==> src/rtl/sfp_stream_framer.sv <==
// sfp_stream_framer: serialises parallel TX frames into AXI-Stream beats and reassembles RX beats into frames.
// Define SFP_FRAMER_SEQ_EN to add a {16'hA55A, seq} header beat on TX and a magic check on RX.
module sfp_stream_framer #(
  parameter int C_AXIS_TDATA_WIDTH = 32,
  parameter int C_DATA_STREAM_BIT  = 128
) (
  input  logic                          i_clk,
  input  logic                          i_rst,
  input  logic [C_DATA_STREAM_BIT-1:0]  i_tx_stream_data,
  input  logic                          i_sfp_start_flag,
  output logic [C_DATA_STREAM_BIT-1:0]  o_rx_stream_data,
  output logic                          o_sfp_end_flag,
  output logic [C_AXIS_TDATA_WIDTH-1:0] m_axis_tdata,
  output logic                          m_axis_tvalid,
  output logic                          m_axis_tlast,
  input  logic                          m_axis_tready,
  input  logic [C_AXIS_TDATA_WIDTH-1:0] s_axis_tdata,
  input  logic                          s_axis_tvalid,
  input  logic                          s_axis_tlast,
  output logic                          o_tx_busy,
  output logic                          o_rx_err,
  output logic [15:0]                   o_rx_err_cnt
);
  localparam int W = C_AXIS_TDATA_WIDTH;
  localparam int C = C_DATA_STREAM_BIT;
  localparam int N = C / W;
`ifdef SFP_FRAMER_SEQ_EN
  localparam int HDR = 1;
`else
  localparam int HDR = 0;
`endif
  localparam int BEATS    = N + HDR;
  localparam int RXF_W    = C - W;
  localparam int TX_CNT_W = $clog2(BEATS);
  localparam int RX_CNT_W = $clog2(BEATS + 1);
  localparam logic [TX_CNT_W-1:0] TX_LAST   = TX_CNT_W'(BEATS - 1);
  localparam logic [TX_CNT_W-1:0] TX_PENULT = TX_CNT_W'(BEATS - 2);
  localparam logic [RX_CNT_W-1:0] RX_LAST   = RX_CNT_W'(BEATS - 1);
  localparam logic [RX_CNT_W-1:0] RX_FULL   = RX_CNT_W'(BEATS);

  typedef enum logic {TX_IDLE, TX_SEND} tx_state_t;
  typedef enum logic [1:0] {RX_IDLE, RX_COLLECT, RX_DROP} rx_state_t;

  tx_state_t           tx_state;
  logic [TX_CNT_W-1:0] tx_cnt;
  logic [C-1:0]        tx_shift;
  logic [C-1:0]        tx_load;
  logic [W-1:0]        tx_first_beat;
  logic                tx_adv, tx_done, tx_start;

  rx_state_t           rx_state;
  logic [RX_CNT_W-1:0] rx_cnt;
  logic [RXF_W-1:0]    rx_frame;
  logic                rx_bad_hdr, rx_data_beat, rx_overrun, rx_discard;

  // A start is accepted when idle or on the final handshake, giving gapless back-to-back frames.
  assign tx_adv    = (tx_state == TX_SEND) && m_axis_tready;
  assign tx_done   = tx_adv && (tx_cnt == TX_LAST);
  assign tx_start  = i_sfp_start_flag && ((tx_state == TX_IDLE) || tx_done);
  assign o_tx_busy = (tx_state == TX_SEND);

`ifdef SFP_FRAMER_SEQ_EN
  logic [15:0] tx_seq, tx_seq_cur;
  assign tx_seq_cur    = tx_done ? tx_seq + 16'd1 : tx_seq;
  assign tx_first_beat = W'({16'hA55A, tx_seq_cur});
  assign tx_load       = i_tx_stream_data;
  assign rx_bad_hdr    = (rx_cnt == '0) && (s_axis_tdata[31:16] != 16'hA55A);
  assign rx_data_beat  = (rx_cnt != '0);

  always_ff @(posedge i_clk or posedge i_rst) begin
    if (i_rst)        tx_seq <= 16'd0;
    else if (tx_done) tx_seq <= tx_seq + 16'd1;
  end
`else
  assign tx_first_beat = i_tx_stream_data[W-1:0];
  assign tx_load       = i_tx_stream_data >> W;
  assign rx_bad_hdr    = 1'b0;
  assign rx_data_beat  = 1'b1;
`endif

  // NOTE: all sequential state uses non-blocking assignments so every flop samples pre-edge values.
  always_ff @(posedge i_clk or posedge i_rst) begin
    if (i_rst) begin
      tx_state      <= TX_IDLE;
      tx_cnt        <= '0;
      m_axis_tdata  <= '0;
      m_axis_tvalid <= 1'b0;
      m_axis_tlast  <= 1'b0;
    end else if (tx_start) begin
      tx_state      <= TX_SEND;
      tx_cnt        <= '0;
      m_axis_tdata  <= tx_first_beat;
      m_axis_tvalid <= 1'b1;
      m_axis_tlast  <= 1'b0;
    end else if (tx_done) begin
      tx_state      <= TX_IDLE;
      m_axis_tvalid <= 1'b0;
      m_axis_tlast  <= 1'b0;
    end else if (tx_adv) begin
      tx_cnt        <= tx_cnt + TX_CNT_W'(1);
      m_axis_tdata  <= tx_shift[W-1:0];
      m_axis_tlast  <= (tx_cnt == TX_PENULT);
    end
  end

  // NOTE: payload shift registers carry no reset; they are always reloaded before their contents are used.
  always_ff @(posedge i_clk) begin
    if (tx_start)    tx_shift <= tx_load;
    else if (tx_adv) tx_shift <= tx_shift >> W;
  end

  // Beats shift in from the top, so the final beat completes the frame LSB-first.
  always_ff @(posedge i_clk) begin
    if (s_axis_tvalid && (rx_state != RX_DROP) && rx_data_beat && !rx_overrun)
      rx_frame <= RXF_W'({s_axis_tdata, rx_frame} >> W);
  end

  assign rx_overrun = (rx_cnt == RX_FULL);
  assign rx_discard = rx_overrun || rx_bad_hdr || (s_axis_tlast && (rx_cnt != RX_LAST));

  always_ff @(posedge i_clk or posedge i_rst) begin
    if (i_rst) begin
      rx_state         <= RX_IDLE;
      rx_cnt           <= '0;
      o_rx_stream_data <= '0;
      o_sfp_end_flag   <= 1'b0;
      o_rx_err         <= 1'b0;
      o_rx_err_cnt     <= 16'd0;
    end else begin
      o_sfp_end_flag <= 1'b0;
      o_rx_err       <= 1'b0;
      if (s_axis_tvalid) begin
        if (rx_state == RX_DROP) begin
          if (s_axis_tlast) begin
            rx_state <= RX_IDLE;
            rx_cnt   <= '0;
          end
        end else if (rx_discard) begin
          o_rx_err <= 1'b1;
          if (o_rx_err_cnt != 16'hFFFF) o_rx_err_cnt <= o_rx_err_cnt + 16'd1;
          rx_cnt   <= '0;
          rx_state <= s_axis_tlast ? RX_IDLE : RX_DROP;
        end else if (s_axis_tlast) begin
          o_rx_stream_data <= {s_axis_tdata, rx_frame};
          o_sfp_end_flag   <= 1'b1;
          rx_cnt           <= '0;
          rx_state         <= RX_IDLE;
        end else begin
          rx_cnt   <= rx_cnt + RX_CNT_W'(1);
          rx_state <= RX_COLLECT;
        end
      end
    end
  end

endmodule

==> config.mk <==
export PLATFORM = sky130hd
export DESIGN_NAME = sfp_stream_framer
export DESIGN_NICKNAME = d
export VERILOG_FILES = /design/src/rtl/sfp_stream_framer.sv
export SDC_FILE = /design/constraint.sdc
export NUM_CORES = 1
export LEC_CHECK = 0
export BUFFER_PORTS_ARGS = -buffer_cell sky130_fd_sc_hd__buf_2
export CORE_ASPECT_RATIO = 0.6
export CORE_MARGIN = 2
export CORE_UTILIZATION = 53
export DETAILED_ROUTE_END_ITERATION = 16
export HOLD_SLACK_MARGIN = 0.05
export PLACE_DENSITY = 0.85
export SYNTH_ARGS = -nofsm -noshare
export SYNTH_HDL_FRONTEND = slang
export SYNTH_SLANG_ARGS = --single-unit
==> constraint.sdc <==
create_clock -name i_clk -period 11.4 [get_ports i_clk]
set_input_delay 0.57 -clock i_clk [delete_from_list [all_inputs] [get_ports i_clk]]
set_output_delay 0.57 -clock i_clk [all_outputs]
set_load 0.01 [all_outputs]
==> impl_metrics.ini, run 1 <==
[synth]
synthMostInstantiatedCell = nand2_1
netlist_instances = 1015
async_reset_ff_frac = 0.493
synth.area.top_cells = edfxtp_1 (40%), dfrtp_1 (32%), nand2_1 (6.8%)
synth.avg_cell_area_um2 = 14.2
synth_top_cell_by_area = edfxtp_1
synth_warnings = 0
synth_nets = 1187
synth_edf_count = 192
synth_seq_cells = 379
ys_seq_area_frac = 0.724
synth_cell_type_count = 46
synth_ff_type = edfxtp_1
synth_area_mm2 = 0.0144
synth_common_cells = nand2_1 (263), edfxtp_1 (192), dfrtp_1 (187)
synth_top_area_share = 0.400

[worst_setup_path]
cp.arrival_ps = 3510
max_stage_delay_ps = 830
cp-start-kind = flip-flop
cp_cell_sequence = and2b_1 -> nor2_2 -> and4_4 -> buf_4 -> mux2_2
worstPathMaxFanout = 65
cp_slowest_cell = and4_4
endpoint_kind = flip-flop
cp_data_required_time_ps = 11800
critPathKind = reg2reg

[placed_design]
io_buffer_count = 346
hpwl_mm = 21.8
dp.cells = 1681
gp_congestion = 0.874

[clock_tree]
cts_hold_buffers = 0
cts.clk_slew.worst_paths_ps = 60
cts_buffers = 36
cts_tree = yes
clock_latency_ps = 520
clockBufferDepth = 3
htree_levels = 2
clockRootBuffer = clkbuf_16
post_cts_buffers = 0
post_cts_resized = 0
cts.sinks = 379

[timing]
drv_slew = 0
min_period_ps = 3120
rsz0062_at_grt = no
finalHoldViolCount = 0
clock-skew-final_ps = 17.2
setup_viol = 0
slew_headroom = 0.215
finalCritPeriodShare = 0.273
max_clock_freq_ghz = 0.321
worst_pin_slew_ps = 1180
finalSetupTns_ps = 0

[die]
start_util = 0.543
core_area_mm2 = 0.0266
die_h_um = 132
die_w_um = 217
pin_count = 347
num_rows = 46
die-area_mm2 = 0.0286

[cells_and_area]
layout.nets = 1531
final_layout_size_suffix_gt1_frac = 0.343
final_util = 0.658
syn2layout_area_growth_pct = 21.3
finalNonFillerCells = 1748

[pwr]
leakage_nw = 8.27
ir_worst_vdd_uv = 151
p_comb_frac = 0.234
p_sw_mw = 1.30
total_power_mw = 4.28
seqPwrFrac = 0.501
powerDensity_mw_per_mm2 = 245
sw_frac_of_total = 0.304
internal-power_mw = 2.98
clkPwrFrac = 0.264

[drt]
wire_per_inst_um = 18.4
drc_errors = 0
drt-initial-drc-count = 703
routed_wl_mm = 32.2
vias = 9224
antenna_left = 0
dr.pass1.iters = 5
viasPerCell = 5.28

[global_route]
grt_max_degree = 129
grt_pass1_vias = 9410
grt_pass1_wl_mm = 51.2
track_usage = 0.228
grt.overflow.total = 0
antenna_found_initial = 1

[hold_path]
min_path_type = in2async

[status]
outcome = complete, no violations

[run]
cap_violations = 0
==> critical path: cells and delay by family, from the launching register on <==
kind | cells | cell delay (ps)
flip-flops | 1 | 400
AND/OR/NAND/NOR | 3 | 1250
multiplexers | 1 | 430
buffers and inverters | 1 | 820
==> layout make-up <==
type	count	area, µm²
flip-flops and latches	379	10400
fillers	1930	9090
multi-input cells	575	3650
repair buffers	354	1790
clock buffers	47	973
well taps	360	450
clock inverters	19	129
inverters	13	57.6
diodes	1	2.50
==> cell usage in the layout (no fill, tap or decap), types with 10 or more instances in the layout <==
master	n
edfxtp_1	192
inv_1	10
a31oi_1	33
mux2_1	73
nor2_1	34
clkinv_2	10
nand2_1	263
xor2_1	11
mux2_2	55
and2_1	33
dfrtp_1	187
buf_2	346
clkbuf_16	37
==> state kept, by name, summed over array words and instances (netlist names) <==
name              flops
m_axis_tdata         32
m_axis_tlast          1
o_rx_err              1
o_rx_err_cnt         16
o_rx_stream_data    128
o_sfp_end_flag        1
o_tx_busy             1
rx_cnt                3
rx_frame             96
rx_state              2
tx_cnt                2
tx_shift             96
==> layer usage <==
metal  global-route usage  part of all wire
met1                0.311              0.42
met3               0.0427             0.055
met2                0.365              0.48
met5                    0                 0
met4               0.0982             0.040
==> power by group through the flow <==
stage	clock network (mW)	logic, mW	registers [mW]
2_1_floorplan	0	0.451	2.26
3_3_place_gp	0	0.963	2.14
3_5_place_dp	0	1.01	2.17
4_1_cts	1.16	1.02	2.15
5_1_grt	1.21	1.10	2.19
6_report	1.13	1.00	2.15
==> per-stage QoR <==
| step | area, µm² | hold slack (ps) | setup WS, ps |
|---|---|---|---|
| after global routing | 17500 | 222 | 8110 |
| after CTS | 17500 | 218 | 8290 |
| after floorplan | 14400 | 420 | 3200 |
| after global placement | 16400 | 424 | 8180 |
| after detailed placement | 16400 | 430 | 8050 |
| final | 17500 | 219 | 8280 |
==> cells by family (layout without fill, tap and decap cells) <==
kind of cell	count (synthesis)	in the layout	synth area share
flops	379	379	0.724
simple gates	370	370	0.111
mux	131	131	0.102
buf+inv	61	433	0.0249
compound gates	53	53	0.0239
xor+xnor	15	15	0.00910
fa+ha+maj	6	6	0.00520
other cells	0	1	0
==> worst paths after layout <==
kind,depth (start not counted),startpoint,to,slack (ps)
worst max-delay path,5,rx_state[0],o_rx_stream_data[21],8280
min in group i_clk,1,s_axis_tdata[0],rx_frame[64],240
worst min-delay path,2,i_rst,o_rx_stream_data[74],220
max in group asynchronous,3,i_rst,o_rx_stream_data[50],9780
worst max register to register,5,rx_state[0],o_rx_stream_data[21],8280
worst min register to register,0,rx_frame[94],rx_frame[62],440
Power figures use the tool's default switching activity.
==> run 2, diff against run 1 <==
- ABC_AREA: not set -> 1
- CORE_UTILIZATION: 53 -> 54
- PLACE_DENSITY: 0.85 -> 0.86
- clock period: 11.4 -> 3.05 ns (I/O delays scaled with it)
==> run 2 against run 1 <==
Clock skew increased by 0.75 ps. Sequential share of layout area is 6.7 points lower. Cell count up 31%. Setup slack got worse by 7400 ps. Final area increased by 13%. Largest cell class unchanged. Maximum frequency rose by 44%. Sequential power grew to 3.3 times the previous value.
==> impl_metrics.ini, run 2 <==
[hold_path]
whs_endpoint = rx_frame[93]
min_path_type = in2reg
min-delay-start = s_axis_tdata[29]
holdPathStages = 2

[timing]
setup_viol = 0
finalHoldViolCount = 0
slew_headroom = 0.291
clock-skew-final_ps = 17.9
worst_pin_slew_ps = 1060
rsz0062_at_grt = no
drv_slew = 0
finalSetupTns_ps = 0
min_period_ps = 2170
finalCritPeriodShare = 0.711
max_clock_freq_ghz = 0.461

[synth]
async_reset_ff_frac = 0.493
netlist_instances = 1390
synth.avg_cell_area_um2 = 10.6
ys_seq_area_frac = 0.706
synthMostInstantiatedCell = nand2_1
synth_cell_type_count = 27
synth_area_mm2 = 0.0148
synth_seq_cells = 379
synth_edf_count = 192
synth-simple-area-share = 0.144
synth.area.top_cells = edfxtp_1 (39%), dfrtp_1 (32%), nand2_1 (11%)
synth_ff_type = edfxtp_1
synth_top_family_by_area = simple AND/OR/NAND/NOR gates
muxShareOfSynthArea = 0
synth_warnings = 0
synth_xor_area_frac = 0.00355
synth_top_area_share = 0.390
synth_nets = 1562
synth_common_cells = nand2_1 (436), edfxtp_1 (192), dfrtp_1 (187)
synth_top_cell_by_area = edfxtp_1
synth_adder_area_share = 0.00508
synth_compound_area_frac = 0.0715

[drt]
antenna_left = 0
viasPerCell = 5.24
drc_errors = 0
vias = 11969
routed_wl_mm = 41.7
drt-initial-drc-count = 1284
dr.pass1.iters = 6
wire_per_inst_um = 18.3

[die]
die_w_um = 218
num_rows = 46
die_h_um = 132
pin_count = 347
core_area_mm2 = 0.0266
start_util = 0.555
die-area_mm2 = 0.0288

[worst_setup_path]
rrSetupSlack_ps = 880
cp_slowest_cell = nor3_4
cp-start-kind = flip-flop
rr_worst_depth = 8
cp_cell_sequence = inv_1 -> ha_1 -> nand2_1 -> o21ai_2 -> nor3_4 -> buf_12 -> nand2_1 -> o21ai_0
crit-reg2reg-launch = rx_cnt[0]
critPathKind = reg2reg
endpoint_kind = flip-flop
worstPathMaxFanout = 126
timing.critical_path.mode_cell = nand2_1
rr_endpoint = o_rx_stream_data[121]
cp_data_required_time_ps = 3470
cp.arrival_ps = 2590
max_stage_delay_ps = 450

[clock_tree]
cts_buffers = 35
post_cts_buffers = 0
htree_levels = 2
post_cts_resized = 0
clockBufferDepth = 3
cts.clk_slew.worst_paths_ps = 70
cts_hold_buffers = 166
clock_latency_ps = 520
clockRootBuffer = clkbuf_16
cts_tree = yes
cts.sinks = 379

[global_route]
grt_max_degree = 188
grt_pass1_wl_mm = 64.4
track_usage = 0.289
grt.overflow.total = 0
grt_pass1_vias = 12015
antenna_found_initial = 0

[placed_design]
hpwl_mm = 22.7
io_buffer_count = 346
gp_congestion = 0.892
place_area_mm2 = 0.0168

[cells_and_area]
fill_cells = 1614
final_cell_mix = nand2_1 (435), buf_2 (346), edfxtp_1 (192)
final-seq-area_mm2 = 0.0104
largestRegisters = o_rx_stream_data (128), rx_frame (96), tx_shift (96)
multiInputGateArea_mm2 = 0.00334
largest_register_ffs = 128
syn2layout_area_growth_pct = 33.3
layout_commonest_cell = nand2_1
largest_register = o_rx_stream_data
layout.nets = 2066
final_layout_size_suffix_gt1_frac = 0.222
design_area_mm2 = 0.0197
final_util = 0.740

[pwr]
ir_worst_vdd_uv = 551
p_comb_frac = 0.212
powerDensity_mw_per_mm2 = 757
seqPwrFrac = 0.481
leakage_nw = 9.21
total_power_mw = 14.9
p_sw_mw = 4.49
internal-power_mw = 10.4
clkPwrFrac = 0.306
sw_frac_of_total = 0.301

[status]
outcome = complete, no violations

[run]
cap_violations = 0
## run 2: cell count changes after synthesis, moves of 60 or more
cell,delta
a21oi_1,+60
inv_1,+171
mux2_1,-73
nand2_1,+173
o21ai_0,+69
o21ai_1,+64
## run 2: layer usage
layer / vias up / wire [µm] / GRT usage
met5: - / 0 / 0
met4: 0 / 2040 / 0.141
met3: 148 / 3200 / 0.0567
met2: 643 / 20800 / 0.491
met1: 5729 / 15600 / 0.357
li1: 5449 / - / -
## run 2: cells by family after synthesis
family / Yosys count
simple gates: 546
flops: 379
buf+inv: 247
compound gates: 206
xor+xnor: 6
fa+ha+maj: 6
## run 2: critical path: cells and delay by family (launching register included)
| family | cells | cell delay, ps |
|---|---|---|
| fa+ha+maj | 1 | 190 |
| buf+inv | 2 | 450 |
| simple gates | 3 | 710 |
| compound gates | 2 | 220 |
| flops | 1 | 350 |
## run 2: how the worst max path moves through the flow
stage / start / endpoint / cells past startpoint
6_report: rx_cnt[0] / o_rx_stream_data[121] / 8
3_5_place_dp: rx_cnt[0] / rx_frame[88] / 6
4_1_cts: rx_cnt[0] / rx_frame[52] / 6
5_1_grt: rx_cnt[0] / o_rx_stream_data[111] / 8
3_3_place_gp: rx_cnt[0] / rx_frame[84] / 6
2_1_floorplan: o_tx_busy / m_axis_tdata[14] / 6
## run 2: final cells by class
cell class                      instances  share of cell area
Sequential cell                       379               0.530
Timing Repair Buffer                  528               0.181
Multi-Input combinational cell        764               0.169
Clock buffer                           59              0.0563
Inverter                              186              0.0356
Tap cell                              360              0.0229
Clock inverter                          5             0.00451
Antenna cell                            1            0.000127
## run 2: power groups by stage
stage	Clock, mW	Sequential (mW)	Combinational (mW)
2_1_floorplan	0	7.43	1.28
3_3_place_gp	0	7.14	2.76
3_5_place_dp	0	7.18	2.86
4_1_cts	4.62	7.10	3.05
5_1_grt	4.83	7.27	3.46
6_report	4.58	7.18	3.17
## run 2: per-stage QoR
stage	std cells	hold slack, ps	setup WS, ps
2_1_floorplan	1390	251	-58.4
4_1_cts	2281	335	876
6_report	2282	362	880
5_1_grt	2281	358	721
3_3_place_gp	2051	351	932
3_5_place_dp	2051	348	910
==> run 3, diff against run 2 <==
- clock period: 3.05 -> 2.1 ns (I/O delays scaled with it)
==> run 3 against run 2 <==
Critical path depth decreased by 1. Setup slack got worse by 780 ps. Register-to-register slack got worse by 780 ps. Combinational power increased by 49%. Utilization increased by 1.2 points. Global-route usage increased by 0.96 points. Via count increased by 1.7%. Largest power group unchanged. Highest routed layer unchanged.
==> impl_metrics.ini, run 3 (synthesis gave the netlist of run 2 again) <==
[status]
outcome = complete, no violations

[clock_tree]
cts_hold_buffers = 166
cts.sinks = 379
cts_tree = yes
post_cts_buffers = 0
clock_latency_ps = 530
cts.clk_slew.worst_paths_ps = 70
clockRootBuffer = clkbuf_16
htree_levels = 2
clockBufferDepth = 3
post_cts_resized = 0
cts_buffers = 36

[drt]
wire_per_inst_um = 18.7
drt-initial-drc-count = 1126
viasPerCell = 5.28
dr.pass1.iters = 6
vias = 12170
antenna_left = 0
drc_errors = 0
routed_wl_mm = 43.0

[hold_path]
min_path_type = in2async

[die]
pin_count = 347
core_area_mm2 = 0.0266
num_rows = 46
die_h_um = 132
die-area_mm2 = 0.0288
die_w_um = 218
start_util = 0.555

[global_route]
antenna_found_initial = 3
grt_pass1_wl_mm = 66.4
grt.overflow.total = 0
grt_max_degree = 88
grt_pass1_vias = 12490
track_usage = 0.299

[placed_design]
dp_slack_ps = 243
gp_congestion = 0.917
io_buffer_count = 346
hpwl_mm = 24.2

[pwr]
leakage_nw = 9.37
ir_worst_vdd_uv = 900
powerDensity_mw_per_mm2 = 1110

[cells_and_area]
syn2layout_area_growth_pct = 35.5
largestRegisters = o_rx_stream_data (128), rx_frame (96), tx_shift (96)
final_layout_size_suffix_gt1_frac = 0.233
largest_register = o_rx_stream_data
layout.nets = 2085
largest_register_ffs = 128
final_cell_mix = nand2_1 (434), buf_2 (346), edfxtp_1 (192)
layout_commonest_cell = nand2_1

[worst_setup_path]
worstSetupStartpoint = rx_cnt[0]
cp.arrival_ps = 2390
endpoint_kind = flip-flop
cp-start-kind = flip-flop
worstPathMaxFanout = 67
cp_data_required_time_ps = 2490
critPathKind = reg2reg
crit-reg2reg-launch = rx_cnt[0]

[timing]
max_clock_freq_ghz = 0.499
clock-skew-final_ps = 18.3
finalCritPeriodShare = 0.954
drv_slew = 0
slew_headroom = 0.636
min_period_ps = 2000
worst_pin_slew_ps = 544
timing.hold.ws_ps = 168
finalHoldViolCount = 0
setup_viol = 0
finalSetupTns_ps = 0
worst_slack_ps = 96.1
rsz0062_at_grt = no

[run]
cap_violations = 0
[run 3: cell count changes in the layout (fill, tap and decap cells not counted), sizes merged]
cell and delta:
buf +18, clkbuf -9, clkinv +8, bufinv +3, diode +2
[run 3: per-layer routing]
metal | vias up | wire length [µm] | global-route usage
li1 | 5487 | - | -
met1 | 5723 | 16000 | 0.363
met2 | 755 | 21000 | 0.496
met3 | 205 | 3390 | 0.0655
met4 | 0 | 2620 | 0.172
met5 | - | 0 | 0
[run 3: final cells by class]
type	count	area (µm²)
Multi-Input combinational cell	764	3360
Clock inverter	16	213
Timing Repair Buffer	546	3800
Inverter	186	704
Clock buffer	50	1060
Antenna cell	3	7.51
Sequential cell	379	10400
Fill cell	1586	6620
Tap cell	360	450
[run 3: metrics by stage]
step / utilization / instances / area, µm² / power, mW
3_3_place_gp: 0.641 / 2069 / 17100 / 14.5
3_5_place_dp: 0.641 / 2069 / 17100 / 14.7
5_1_grt: 0.752 / 2304 / 20000 / 23.1
2_1_floorplan: - / 1390 / 14800 / 12.7
6_report: 0.752 / 2304 / 20000 / 22.2
4_1_cts: 0.751 / 2301 / 20000 / 22.0
[run 3: critical path, stage by stage (launching register included)]
cell,delay [ps]
dfrtp_1,400
ha_1,210
ha_1,200
o21ai_2,220
nor3_4,80
buf_12,170
buf_12,190
o21ai_0,370
[run 3: worst paths after layout]
path	to	slack, ps	cells past startpoint
worst max-delay path	o_rx_stream_data[118]	100	7
worst min-delay path	o_rx_stream_data[64]	170	3
worst max register to register	o_rx_stream_data[118]	100	7
worst min register to register	rx_frame[33]	440	0
max in group asynchronous	o_rx_stream_data[88]	1100	4
min in group i_clk	rx_frame[95]	310	2
[run 3: power breakdown]
group | total, mW | internal, mW | switching (mW) | leakage [nW]
clock network | 7.04 | 4.16 | 2.88 | 0.621
registers | 10.5 | 9.56 | 0.900 | 4.20
logic | 4.73 | 1.82 | 2.91 | 4.56
total | 22.2 | 15.5 | 6.69 | 9.37
